<file path="config.mk">
export PLATFORM = sky130hd
export DESIGN_NAME = mmio_uart_tx
export DESIGN_NICKNAME = d
export VERILOG_FILES = /design/src/rtl/uart_pkg.sv /design/src/rtl/sync_fifo.sv /design/src/rtl/mmio_uart_tx.sv
export SDC_FILE = /design/constraint.sdc
export NUM_CORES = 1
export LEC_CHECK = 0
export ABC_AREA = 1
export CAP_MARGIN = 20
export CELL_PAD_IN_SITES_DETAIL_PLACEMENT = 1
export CELL_PAD_IN_SITES_GLOBAL_PLACEMENT = 2
export CORE_ASPECT_RATIO = 0.75
export CORE_UTILIZATION = 43
export CTS_BUF_LIST = sky130_fd_sc_hd__clkbuf_2 sky130_fd_sc_hd__clkbuf_4 sky130_fd_sc_hd__clkbuf_8
export DETAILED_ROUTE_END_ITERATION = 12
export DONT_BUFFER_PORTS = 1
export PLACE_DENSITY = 0.9
export SYNTH_ARGS = -nofsm -noshare
export SYNTH_HDL_FRONTEND = slang
export SYNTH_SLANG_ARGS = --single-unit
</file>
<file path="constraint.sdc">
create_clock -name clk -period 8.86 [get_ports clk]
set_clock_uncertainty 0.2 [all_clocks]
set_input_delay 1.329 -clock clk [delete_from_list [all_inputs] [get_ports clk]]
set_output_delay 1.329 -clock clk [all_outputs]
set_load 0.005 [all_outputs]
</file>
<file path="src/rtl/uart_pkg.sv">
// Shared definitions for the memory-mapped UART transmitter.
// Contents: transmitter FSM state encoding, register offsets relative
// to BASE_ADDR, STATUS bit positions, and a helper that assembles the
// 64-bit STATUS word.
package uart_pkg;

  typedef enum logic [1:0] {
    IDLE  = 2'd0,
    START = 2'd1,
    DATA  = 2'd2,
    STOP  = 2'd3
  } tx_state_e;

  localparam logic [63:0] TXDATA_OFS = 64'd0;
  localparam logic [63:0] STATUS_OFS = 64'd8;

  localparam int STATUS_BUSY_BIT  = 0;
  localparam int STATUS_FULL_BIT  = 1;
  localparam int STATUS_EMPTY_BIT = 2;
  localparam int STATUS_OVF_BIT   = 3;
  localparam int STATUS_COUNT_LSB = 8;

  // Builds the STATUS word; every bit not named here reads as zero.
  function automatic logic [63:0] pack_status(input logic       busy,
                                              input logic       full,
                                              input logic       empty,
                                              input logic       ovf,
                                              input logic [7:0] count);
    logic [63:0] s;
    s = '0;
    s[STATUS_BUSY_BIT]          = busy;
    s[STATUS_FULL_BIT]          = full;
    s[STATUS_EMPTY_BIT]         = empty;
    s[STATUS_OVF_BIT]           = ovf;
    s[STATUS_COUNT_LSB +: 8]    = count;
    return s;
  endfunction

endpackage

</file>
<file path="src/rtl/sync_fifo.sv">
// Single-clock FIFO with first-word fall-through read data.
// Ports:
//   clk_i    clock
//   rst_ni   asynchronous active-low reset (empties the FIFO)
//   push_i   write request; ignored while full
//   data_i   write data
//   pop_i    read request; ignored while empty
//   data_o   entry at the read pointer (valid while not empty)
//   full_o   count equals DEPTH
//   empty_o  count equals zero
//   count_o  number of stored entries, log2(DEPTH)+1 bits
module sync_fifo #(
  parameter int WIDTH = 8,
  parameter int DEPTH = 16,
  localparam int AW = $clog2(DEPTH),
  localparam int CW = AW + 1
) (
  input  logic             clk_i,
  input  logic             rst_ni,
  input  logic             push_i,
  input  logic [WIDTH-1:0] data_i,
  input  logic             pop_i,
  output logic [WIDTH-1:0] data_o,
  output logic             full_o,
  output logic             empty_o,
  output logic [CW-1:0]    count_o
);

  logic [WIDTH-1:0] mem_q [DEPTH];
  logic [AW-1:0]    wrPtr_q, rdPtr_q;
  logic [CW-1:0]    count_q, count_d;
  logic             doPush, doPop;

  // Fullness and emptiness come from the pre-edge count, so a pop in the
  // same cycle never makes room for a push into a full FIFO.
  assign full_o  = (count_q == CW'(DEPTH));
  assign empty_o = (count_q == '0);
  assign doPush  = push_i && !full_o;
  assign doPop   = pop_i && !empty_o;
  assign data_o  = mem_q[rdPtr_q];
  assign count_o = count_q;

  always_comb begin
    count_d = count_q;
    unique case ({doPush, doPop})
      2'b10:   count_d = count_q + CW'(1);
      2'b01:   count_d = count_q - CW'(1);
      default: count_d = count_q;
    endcase
  end

  // Storage needs no reset: only entries between the pointers are ever read.
  always_ff @(posedge clk_i) begin
    if (doPush) mem_q[wrPtr_q] <= data_i;
  end

  // DEPTH is a power of two, so the pointers wrap by natural overflow.
  always_ff @(posedge clk_i or negedge rst_ni) begin
    if (!rst_ni) begin
      wrPtr_q <= '0;
      rdPtr_q <= '0;
      count_q <= '0;
    end else begin
      if (doPush) wrPtr_q <= wrPtr_q + AW'(1);
      if (doPop)  rdPtr_q <= rdPtr_q + AW'(1);
      count_q <= count_d;
    end
  end

endmodule

</file>
<file path="src/rtl/mmio_uart_tx.sv">
// Memory-mapped UART transmitter (8N1) on the data-memory bus.
// Stores to TXDATA queue a byte; a side-effect-free STATUS register at
// BASE_ADDR+8 reports busy/full/empty/overflow/count.
// Ports:
//   clk     core clock
//   resetn  asynchronous active-low reset
//   addr    memory-stage byte address
//   wdata   memory-stage store data
//   wmem    memory write enable
//   funct3  access size code (not used by this device)
//   hit     combinational: addr selects TXDATA or STATUS
//   rdata   combinational STATUS read data, zero for other addresses
//   txd     serial output, idle high
module mmio_uart_tx
  import uart_pkg::*;
#(
  parameter logic [63:0] BASE_ADDR  = 64'h0000_0000_0001_0000,
  parameter int          BAUD_DIV   = 868,
  parameter int          FIFO_DEPTH = 16
) (
  input  logic        clk,
  input  logic        resetn,
  input  logic [63:0] addr,
  input  logic [63:0] wdata,
  input  logic        wmem,
  input  logic [2:0]  funct3,
  output logic        hit,
  output logic [63:0] rdata,
  output logic        txd
);

  localparam int          CW          = $clog2(FIFO_DEPTH) + 1;
  localparam logic [15:0] BAUD_RELOAD = 16'(BAUD_DIV - 1);
  localparam logic [63:0] TXDATA_ADDR = BASE_ADDR + TXDATA_OFS;
  localparam logic [63:0] STATUS_ADDR = BASE_ADDR + STATUS_OFS;

  logic          selData, selStatus, dataWrite, statusWrite;
  logic          fifoPop, fifoFull, fifoEmpty;
  logic [7:0]    fifoData;
  logic [CW-1:0] fifoCount;
  tx_state_e     state_q, state_d;
  logic [7:0]    shift_q, shift_d;
  logic [2:0]    bitIdx_q, bitIdx_d;
  logic [15:0]   baudCnt_q, baudCnt_d;
  logic          overflow_q, overflow_d;
  logic          txd_q, txd_d;
  logic          bitDone;
  logic          unused_inputs;

  assign selData     = (addr == TXDATA_ADDR);
  assign selStatus   = (addr == STATUS_ADDR);
  assign hit         = selData | selStatus;
  assign dataWrite   = wmem && selData;
  assign statusWrite = wmem && selStatus;
  assign unused_inputs = ^{funct3, wdata[63:8]};

  assign rdata = selStatus ? pack_status(state_q != IDLE, fifoFull, fifoEmpty,
                                         overflow_q, 8'(fifoCount))
                           : 64'd0;

  sync_fifo #(
    .WIDTH(8),
    .DEPTH(FIFO_DEPTH)
  ) u_fifo (
    .clk_i  (clk),
    .rst_ni (resetn),
    .push_i (dataWrite),
    .data_i (wdata[7:0]),
    .pop_i  (fifoPop),
    .data_o (fifoData),
    .full_o (fifoFull),
    .empty_o(fifoEmpty),
    .count_o(fifoCount)
  );

  // A store that finds the FIFO full is lost; the sticky flag records it
  // until software writes STATUS with bit 3 set.
  always_comb begin
    overflow_d = overflow_q;
    if (dataWrite && fifoFull)           overflow_d = 1'b1;
    else if (statusWrite && wdata[3])    overflow_d = 1'b0;
  end

  assign bitDone = (baudCnt_q == 16'd0);

  // Next-state logic. STOP pops the next byte directly into START so
  // queued frames follow each other without an idle bit.
  always_comb begin
    state_d   = state_q;
    shift_d   = shift_q;
    bitIdx_d  = bitIdx_q;
    baudCnt_d = baudCnt_q;
    fifoPop   = 1'b0;
    unique case (state_q)
      IDLE: begin
        if (!fifoEmpty) begin
          fifoPop   = 1'b1;
          shift_d   = fifoData;
          state_d   = START;
          baudCnt_d = BAUD_RELOAD;
        end
      end
      START: begin
        if (bitDone) begin
          state_d   = DATA;
          bitIdx_d  = 3'd0;
          baudCnt_d = BAUD_RELOAD;
        end else begin
          baudCnt_d = baudCnt_q - 16'd1;
        end
      end
      DATA: begin
        if (bitDone) begin
          shift_d   = {1'b0, shift_q[7:1]};
          baudCnt_d = BAUD_RELOAD;
          if (bitIdx_q == 3'd7) state_d  = STOP;
          else                  bitIdx_d = bitIdx_q + 3'd1;
        end else begin
          baudCnt_d = baudCnt_q - 16'd1;
        end
      end
      STOP: begin
        if (bitDone) begin
          if (!fifoEmpty) begin
            fifoPop   = 1'b1;
            shift_d   = fifoData;
            state_d   = START;
            baudCnt_d = BAUD_RELOAD;
          end else begin
            state_d   = IDLE;
          end
        end else begin
          baudCnt_d = baudCnt_q - 16'd1;
        end
      end
      default: state_d = IDLE;
    endcase
  end

  // txd is registered from the next state so the pin is glitch-free,
  // and its asynchronous preset drives it high the moment reset asserts.
  always_comb begin
    txd_d = 1'b1;
    unique case (state_d)
      START:   txd_d = 1'b0;
      DATA:    txd_d = shift_d[0];
      default: txd_d = 1'b1;
    endcase
  end

  always_ff @(posedge clk or negedge resetn) begin
    if (!resetn) begin
      state_q    <= IDLE;
      shift_q    <= '0;
      bitIdx_q   <= '0;
      baudCnt_q  <= '0;
      overflow_q <= 1'b0;
      txd_q      <= 1'b1;
    end else begin
      state_q    <= state_d;
      shift_q    <= shift_d;
      bitIdx_q   <= bitIdx_d;
      baudCnt_q  <= baudCnt_d;
      overflow_q <= overflow_d;
      txd_q      <= txd_d;
    end
  end

  assign txd = txd_q;

endmodule

</file>
==> results.json, run 1 <==
{
  "holdPathStages": 2,
  "syn_inst": 950,
  "path_cells": "nor2_1, nand2_1, nor3_2, nand2_1, nor2_1, nand2_1, nor3_1",
  "diodes": 0,
  "syn_area_sq_um": 8870,
  "cts_tree": "done",
  "slew_viol_final": 0,
  "finalSetupTns_ps": 0,
  "insertion_delay_ps": 470,
  "core_sq_um": 20200,
  "cpMostUsedCell": "nand2_1",
  "path_buf_inv": 0,
  "grt-ovfl-total": 0,
  "num-nets-final": 1099,
  "startpoint_type": "input port",
  "rsz0062_at_grt": "false",
  "drc": 0,
  "grt_pass1_vias": 6443,
  "die_area_sq_um": 21200,
  "drt-initial-drc-count": 372,
  "placed_cell_area_sq_um": 8930,
  "wl_per_cell_um": 17.8,
  "ir_drop_uv": 87.0,
  "ant_nets": 0,
  "ys_seq_elements": 172,
  "period_needed_ps": 3910,
  "fillCellCount": 2325,
  "reg2reg_depth": 15,
  "worstPathArrival_ps": 2380,
  "cts_buffers": 17,
  "period_share_pct": 44.1,
  "maxCapViolCount": 0,
  "cts-resized-gates": 0,
  "io_buffers": 0,
  "worstSetupEndpointType": "output pin",
  "fin_area_sq_um": 9340,
  "num_rows": 45,
  "dp_hpwl_um": 14600,
  "path_delay_family": "simple AND/OR/NAND/NOR gates",
  "worstMarginPinSlew_ps": 1060,
  "grt_max_degree": 74,
  "hp-class": "reg -> reg",
  "area_growth_pct": 5.29,
  "vias": 6403,
  "status": "complete, no violations",
  "cts_buffer_depth": 2,
  "cts.sink_count": 172,
  "grt_pass1_wl_um": 34300,
  "clk_transition_reported_paths_ps": 100,
  "setup_violations": 0,
  "ios": 200,
  "powerDensity_nw_per_um2": 157,
  "cp.required_ps": 7330,
  "synth_cell_types": 40,
  "drive_above_1_share_pct": 8.02,
  "slew_headroom_pct": 29.5,
  "root_buffer": "clkbuf_8",
  "p_leak_nw": 3.68,
  "antenna_found_initial": 0,
  "r2r_end": "u_fifo.count_o[4]",
  "r2r_slack_ps": 5360,
  "synth_seq_area_share_pct": 55.7,
  "max_stage_delay_ps": 280,
  "h-tree-depth": 4,
  "reg2reg_from": "u_fifo.count_o[0]",
  "setup.worst_path.class": "in -> out",
  "first_pass_iters": 4,
  "via_per_inst": 5.26,
  "hold_viol": 0,
  "grtUsageTotal_pct": 21.3,
  "cp_slowest_cell": "nor3_1",
  "totalWireLength_um": 21700,
  "postCtsHoldBufs": 0,
  "synth_warnings": 0,
  "holdPathEnd": "bitIdx_q[1]",
  "initial_core_util_pct": 43.9,
  "fp.dieW_um": 168,
  "postCtsSetupBuffers": 0,
  "globalplace.congestion": 0.763,
  "dieHeight_um": 126,
  "cp_max_fo": 11,
  "clock.fmax_mhz": 256,
  "hp-start": "bitIdx_q[1]",
  "avgSynthCellArea_sq_um": 9.34
}
-- sequential cells by signal, summed over array words and instances, names as in the netlist --
signal / flops
u_fifo.wrPtr_q: 4
u_fifo.count_o: 5
overflow_q: 1
txd: 1
u_fifo.mem_q: 128
bitIdx_q: 3
u_fifo.rdPtr_q: 4
state_q: 2
shift_q: 8
baudCnt_q: 16
-- worst max path at each step --
| stage | from | end | slack [ps] | cells past startpoint |
|---|---|---|---|---|
| floorplan | addr[27] | u_fifo.count_o[4] | 5010 | 18 |
| global placement | addr[27] | u_fifo.count_o[4] | 4710 | 17 |
| detailed placement | addr[27] | u_fifo.count_o[4] | 4660 | 17 |
| CTS | addr[27] | rdata[1] | 4900 | 7 |
| global route | addr[27] | rdata[1] | 4750 | 7 |
| finish | addr[27] | rdata[1] | 4950 | 7 |
-- power by group --
part	switching [mW]	internal [mW]	leakage (nW)	total, mW
registers	0	0.866	1.67	0.866
logic	0.00991	0.00331	1.79	0.0132
clock network	0.290	0.301	0.221	0.591
-- worst min-delay path: stages (launching register included) --
cell,delay (ps)
dfrtp_1,360
nand2_1,50
o21ai_0,70
-- layout by cell type (no fill, tap or decap), types with 2 or more instances in the layout --
master	n
nor2_1	169
nand2_1	152
edfxtp_1	128
inv_1	81
o21ai_0	75
nand3_1	59
conb_1	55
dfrtp_1	42
o211ai_1	21
clkbuf_8	18
ha_1	17
xor2_1	16
a21oi_1	15
nor3_1	14
nand4_1	12
buf_4	9
nor3_2	8
nor2_2	7
o22ai_1	6
or2_2	5
nor4_1	5
nor2_4	4
xnor2_1	4
clkbuf_4	4
inv_4	4
nand2_2	3
nand3_2	3
o21ai_1	3
o221ai_1	3
bufinv_16	3
inv_2	2
-- through the flow --
step,util [%],instances,setup WS [ps],hold slack (ps),power [mW]
floorplan,-,1004,5010,244,0.913
global placement,44.2,1186,4710,277,0.896
detailed placement,44.2,1186,4660,296,0.897
CTS,46.2,1218,4900,308,1.48
global route,46.2,1218,4750,300,1.51
finish,46.2,1218,4950,314,1.47
-- cells by family after synthesis --
group / Yosys count / share of synthesized area (%)
adders and majority gates: 18 / 2.62
and+or+nand+nor: 443 / 21.6
DFF: 172 / 55.7
buffers and inverters: 169 / 9.93
xor gates and xnor gates: 20 / 1.97
AOI/OAI and AO/OA: 127 / 8.08
other: 1 / 0.0423
-- cells in the mapped netlist --
master	count	share of area, %
ha_1	17	2.4
or2_2	5	0.35
o22ai_1	6	0.42
nor2_4	4	0.51
clkinv_1	1	0.042
clkbuf_2	1	0.056
nand3_2	3	0.34
a22oi_1	1	0.085
clkbuf_1	10	0.42
a31oi_1	1	0.071
nand3_1	59	3.3
buf_2	16	0.90
nor4_1	5	0.35
conb_1	1	0.042
nor3_2	3	0.34
o21a_1	1	0.085
edfxtp_1	128	43
inv_2	2	0.085
dfstp_2	1	0.30
nand3b_1	1	0.085
buf_4	56	4.7
nand2_2	3	0.21
o21ai_1	3	0.17
buf_6	2	0.25
nand4_1	12	0.85
o21ai_2	1	0.099
xor2_1	16	1.6
fa_1	1	0.23
nor2_2	7	0.49
a21oi_1	15	0.85
o221ai_1	3	0.30
dfrtp_1	43	12
nor3_1	19	1.1
nand2_4	1	0.13
o21ai_0	75	4.2
nand2_1	152	6.4
o211ai_1	21	1.8
inv_1	81	3.4
nor2_1	169	7.1
xnor2_1	4	0.39
-- layout make-up --
type                       count  area [sq um]  share of cell area, %
clock buffer                  22           278                   2.97
sequential                   172          4950                   52.9
timing repair buffer           9          67.6                  0.723
inverter                      84           315                   3.37
tap                          258           323                   3.45
clock inverter                10           138                   1.47
multi-input combinational    663          3280                   35.1
-- metal layers --
layer / global-route usage (%) / vias to the layer above / wire (um)
met5: 0 / - / 0
met4: 4.64 / 0 / 149
met2: 34.6 / 161 / 10200
li1: - / 3063 / -
met1: 29.2 / 3169 / 10400
met3: 4.77 / 10 / 977
Note: power is estimated with default switching activity, not from simulation.
==> run 2, diff against run 1 <==
--- a/config.mk
+++ b/config.mk
@@ -10,11 +10,11 @@
 export CELL_PAD_IN_SITES_DETAIL_PLACEMENT = 1
 export CELL_PAD_IN_SITES_GLOBAL_PLACEMENT = 2
 export CORE_ASPECT_RATIO = 0.75
-export CORE_UTILIZATION = 43
+export CORE_UTILIZATION = 36
 export CTS_BUF_LIST = sky130_fd_sc_hd__clkbuf_2 sky130_fd_sc_hd__clkbuf_4 sky130_fd_sc_hd__clkbuf_8
 export DETAILED_ROUTE_END_ITERATION = 12
 export DONT_BUFFER_PORTS = 1
-export PLACE_DENSITY = 0.9
+export PLACE_DENSITY = 0.81
 export SYNTH_ARGS = -nofsm -noshare
 export SYNTH_HDL_FRONTEND = slang
 export SYNTH_SLANG_ARGS = --single-unit
==> constraint.sdc (replaced) <==
create_clock -name clk -period 3.42 [get_ports clk]
set_clock_uncertainty 0.2 [all_clocks]
set_input_delay 0.513 -clock clk [delete_from_list [all_inputs] [get_ports clk]]
set_output_delay 0.513 -clock clk [all_outputs]
set_load 0.005 [all_outputs]
==> results.json, run 2 (synthesized netlist as in run 1, its figures left out) <==
{
  "top_register": "u_fifo.mem_q",
  "path_buf_inv": 3,
  "ios": 200,
  "vias": 6416,
  "antenna_found_initial": 0,
  "insertion_delay_ps": 480,
  "cp_slowest_cell": "dfrtp_1",
  "drive_above_1_share_pct": 9.02,
  "area_growth_pct": 8.30,
  "fp.dieW_um": 183,
  "worstPathArrival_ps": 3220,
  "num_rows": 49,
  "finalSetupTns_ps": 0,
  "grtUsageTotal_pct": 18.2,
  "cp_max_fo": 6,
  "hp-class": "in -> reg",
  "status": "complete, no violations",
  "met2_wirelength_um": 10100,
  "startpoint_type": "flop",
  "largest_reg_flops": 128,
  "reg.largest.list": "u_fifo.mem_q: 128 flops, baudCnt_q: 16 flops, shift_q: 8 flops",
  "drt-initial-drc-count": 270,
  "cts_tree": "done",
  "die_area_sq_um": 25300,
  "slew_viol_final": 0,
  "route.met3.wl_um": 1080,
  "period_needed_ps": 3050,
  "wl_per_cell_um": 16.7,
  "root_buffer": "clkbuf_8",
  "io_buffers": 0,
  "whs_ps": 72.0,
  "clk_transition_reported_paths_ps": 110,
  "rsz0062_at_grt": "false",
  "via_per_inst": 4.87,
  "ant_nets": 0,
  "grt_pass1_wl_um": 34600,
  "dp_hpwl_um": 15300,
  "powerDensity_nw_per_um2": 380,
  "worstMarginPinSlew_ps": 703,
  "final_common_cell": "nor2_1",
  "path_delay_family": "adder cells",
  "hold_viol": 0,
  "core_sq_um": 24100,
  "p_leak_nw": 3.78,
  "clock.fmax_mhz": 328,
  "cp.required_ps": 3590,
  "drc": 0,
  "period_share_pct": 89.2,
  "cts_buffer_depth": 2,
  "grt-ovfl-total": 0,
  "wl_met1_um": 10600,
  "postCtsSetupBuffers": 0,
  "ir_drop_uv": 251,
  "cts.sink_count": 172,
  "final_cell_mix": "nor2_1, nand2_1, edfxtp_1",
  "worstSetupEndpointType": "flop",
  "top_layer": "met4",
  "path_cells": "inv_1, ha_1, nand2_2, nor2_4, nand4_1, nand2_1, nand2_1, inv_2, ha_2, ha_1, a21oi_1, nor2_1, nor2_1, inv_1, a21oi_1, o21ai_0, xor2_1",
  "num-nets-final": 1126,
  "dieHeight_um": 138,
  "diodes": 0,
  "maxCapViolCount": 0,
  "fillCellCount": 2785,
  "totalWireLength_um": 22000,
  "setup_violations": 0,
  "grt_pass1_vias": 6438,
  "h-tree-depth": 4,
  "max_stage_delay_ps": 430,
  "setup.worst_path.class": "reg -> reg",
  "first_pass_iters": 4,
  "slew_headroom_pct": 53.1,
  "grt_max_degree": 47,
  "initial_core_util_pct": 36.8,
  "cts_buffers": 17,
  "globalplace.congestion": 0.769
}
## run 2: cell types whose count changed in the layout (fill, tap and decap cells not counted), moves of 4 or more
cell	before	now
dlygate4sd3_1	0	9
buf_4	9	25
nor3_1	14	19
inv_4	4	0
nor3_2	8	3
## run 2: final timing paths
path / startpoint / to / slack [ps] / cells after the start
max: baudCnt_q[1] / u_fifo.count_o[4] / 370 / 17
min: wmem / overflow_q / 70 / 3
max reg2reg: baudCnt_q[1] / u_fifo.count_o[4] / 370 / 17
min reg2reg: bitIdx_q[2] / bitIdx_q[2] / 310 / 2
max in group asynchronous: resetn / txd / 2370 / 2
min in group asynchronous: resetn / u_fifo.rdPtr_q[0] / 370 / 2
## run 2: repair_timing
item                                    CTS  global route
hold buffers                             10             0
endpoints found under the setup margin    0             1
hold endpoints to repair                172             0
resized for setup                         0             1
## run 2: final cells by class
class                   count  area, sq um  area share (%)
clock buffers              18          241            2.51
clock inverters            14          115            1.20
multi-input cells         663         3250            33.8
inverters                  84          315            3.28
repair buffers             36          325            3.38
well taps                 331          414            4.31
flip-flops and latches    172         4950            51.5
## run 2: per-stage QoR
step / instance area [sq um] / cells / utilization (%) / total power [mW] / worst slack [ps]
final: 9610 / 1318 / 39.9 / 3.65 / 369
after global routing: 9610 / 1318 / 39.9 / 3.78 / 47.8
after CTS: 9610 / 1318 / 39.9 / 3.69 / 262
after detailed placement: 9140 / 1276 / 37.9 / 2.32 / 222
after global placement: 9140 / 1276 / 37.9 / 2.32 / 324
after floorplan: 9080 / 1004 / - / 2.37 / 382
## run 2: metal layers
| metal | vias to the layer above | GRT usage, % |
|---|---|---|
| met3 | 16 | 3.36 |
| met5 | - | 0 |
| met1 | 3120 | 24.7 |
| li1 | 3126 | - |
| met2 | 154 | 30.0 |
| met4 | 0 | 4.58 |
## run 2: where the power goes
part	internal, mW	switching [mW]
logic	0.0189	0.0605
clock network	0.527	0.801
registers	2.24	0
total	2.79	0.862
## run 2: worst reg2reg max path: cells and delay by family, from the launching register on
kind | cells | cell delay (ps)
XOR/XNOR | 1 | 150
buffers and inverters | 3 | 280
flip-flops | 1 | 430
AO/OA/AOI/OAI | 3 | 400
adder cells (fa/ha/maj) | 3 | 790
AND/OR/NAND/NOR | 7 | 720
==> run 3, diff against run 2 <==
--- a/config.mk
+++ b/config.mk
@@ -10,11 +10,10 @@
 export CELL_PAD_IN_SITES_DETAIL_PLACEMENT = 1
 export CELL_PAD_IN_SITES_GLOBAL_PLACEMENT = 2
 export CORE_ASPECT_RATIO = 0.75
-export CORE_UTILIZATION = 36
-export CTS_BUF_LIST = sky130_fd_sc_hd__clkbuf_2 sky130_fd_sc_hd__clkbuf_4 sky130_fd_sc_hd__clkbuf_8
+export CORE_UTILIZATION = 42
 export DETAILED_ROUTE_END_ITERATION = 12
 export DONT_BUFFER_PORTS = 1
-export PLACE_DENSITY = 0.81
+export PLACE_DENSITY = 0.89
 export SYNTH_ARGS = -nofsm -noshare
 export SYNTH_HDL_FRONTEND = slang
 export SYNTH_SLANG_ARGS = --single-unit
==> constraint.sdc (replaced) <==
create_clock -name clk -period 4 [get_ports clk]
set_clock_uncertainty 0.2 [all_clocks]
set_input_delay 0.6 -clock clk [delete_from_list [all_inputs] [get_ports clk]]
set_output_delay 0.6 -clock clk [all_outputs]
set_load 0.005 [all_outputs]
==> results.json, run 3 (synthesized netlist as in run 1, its figures left out) <==
{
  "drive_above_1_share_pct": 8.06,
  "insertion_delay_ps": 440,
  "wl_per_cell_um": 17.4,
  "grt_pass1_wl_um": 35100,
  "reg2reg_depth": 17,
  "grt-ovfl-total": 0,
  "diodes": 0,
  "setup.worst_path.class": "reg -> reg",
  "startpoint_type": "flop",
  "power_frac_clock_pct": 46.6,
  "status": "complete, no violations",
  "cts-resized-gates": 0,
  "drc": 0,
  "slew_headroom_pct": 29.5,
  "switching_power_mw": 0.755,
  "rsz0062_at_grt": "false",
  "p_seq_share_pct": 52.2,
  "met2_wirelength_um": 10200,
  "worstMarginPinSlew_ps": 1060,
  "largest_reg_flops": 128,
  "cts_tree": "done",
  "powerDensity_nw_per_um2": 382,
  "cts_buffers": 17,
  "reg.largest.list": "u_fifo.mem_q: 128 flops, baudCnt_q: 16 flops, shift_q: 8 flops",
  "finalSetupTns_ps": 0,
  "ant_nets": 0,
  "intPower_mw": 2.92,
  "placed_cell_area_sq_um": 8990,
  "grtUsageTotal_pct": 21.4,
  "clock.fmax_mhz": 309,
  "slew_viol_final": 0,
  "setup_violations": 0,
  "postCtsHoldBufs": 2,
  "worstPathArrival_ps": 3360,
  "cp_max_fo": 6,
  "clk_transition_reported_paths_ps": 70,
  "wl_met1_um": 10500,
  "postCtsSetupBuffers": 0,
  "worstSetupEndpointType": "flop",
  "via_per_inst": 5.17,
  "vias": 6464,
  "cts_buffer_depth": 2,
  "initial_core_util_pct": 43.3,
  "ios": 200,
  "first_pass_iters": 4,
  "core_sq_um": 20500,
  "maxCapViolCount": 0,
  "cp.required_ps": 4120,
  "io_buffers": 0,
  "fp.dieW_um": 170,
  "top_register": "u_fifo.mem_q",
  "route.met3.wl_um": 887,
  "hold_viol": 0,
  "switching_share_pct": 20.5,
  "p_leak_nw": 3.80,
  "period_needed_ps": 3240,
  "hp-class": "in -> reg",
  "root_buffer": "clkbuf_16",
  "die_area_sq_um": 21700,
  "cts.sink_count": 172,
  "top_layer": "met4",
  "grt_max_degree": 73,
  "holdPathStages": 0,
  "drt-initial-drc-count": 349,
  "antenna_found_initial": 0,
  "ir_drop_uv": 309,
  "num_rows": 45,
  "combPwrFrac_pct": 1.2,
  "dp_hpwl_um": 14800,
  "grt_pass1_vias": 6604,
  "period_share_pct": 81.0,
  "area_growth_pct": 8.56,
  "h-tree-depth": 4,
  "num-nets-final": 1108,
  "dieHeight_um": 128,
  "final_cell_mix": "nor2_1, nand2_1, edfxtp_1",
  "globalplace.congestion": 0.767,
  "totalWireLength_um": 21800,
  "final_common_cell": "nor2_1",
  "fin_area_sq_um": 9630
}
[run 3: final cells by class]
| type | instances | area (sq um) |
|---|---|---|
| fillers | 2372 | 10900 |
| flip-flops and latches | 172 | 4950 |
| multi-input cells | 663 | 3250 |
| clock buffers | 17 | 425 |
| well taps | 282 | 353 |
| inverters | 84 | 315 |
| clock inverters | 14 | 185 |
| repair buffers | 18 | 158 |
[run 3: metal layers]
layer | vias up | global-route usage (%)
met5 | - | 0
met3 | 21 | 4.20
met4 | 0 | 5.99
li1 | 3091 | -
met2 | 142 | 34.1
met1 | 3210 | 29.7
[run 3: path summary, 6_finish.rpt]
check	startpoint	endpoint	slack, ps
min in group asynchronous	resetn	baudCnt_q[11]	470
max in group asynchronous	resetn	txd	2830
min	wdata[7]	u_fifo.mem_q[13][7]	50
min reg2reg	shift_q[0]	shift_q[0]	300
max reg2reg	baudCnt_q[0]	u_fifo.count_o[4]	760
max	baudCnt_q[0]	u_fifo.count_o[4]	760
[run 3: worst max-delay path, cell delays in order, from the launching register on]
cell     delay (ps)
dfrtp_1         390
inv_1           100
ha_1            230
nand2_2         140
nor2_4          200
nand4_1         110
nand2_1         130
nand2_1         100
inv_2           160
ha_1            320
ha_1            310
a21oi_1         180
nor2_1           50
nor2_1           80
inv_1            50
a21oi_1         100
o21ai_0         110
xor2_1          150
[run 3: metrics by stage]
stage / total power [mW] / hold WS (ps) / util [%] / cells / setup WS (ps)
2_1_floorplan: 2.02 / 104 / - / 1004 / 875
3_3_place_gp: 1.99 / 106 / 43.8 / 1217 / 631
3_5_place_dp: 1.99 / 107 / 43.8 / 1217 / 572
4_1_cts: 3.70 / 34.1 / 47.0 / 1250 / 730
5_1_grt: 3.78 / 32.8 / 47.0 / 1250 / 458
6_report: 3.68 / 53.6 / 47.0 / 1250 / 759
[run 3: power by group through the flow]
stage	sequential (mW)	clock [mW]	combinational, mW
floorplan	1.96	0	0.0648
global placement	1.96	0	0.0280
detailed placement	1.96	0	0.0286
CTS	1.92	1.74	0.0432
global route	1.92	1.81	0.0518
finish	1.92	1.71	0.0429
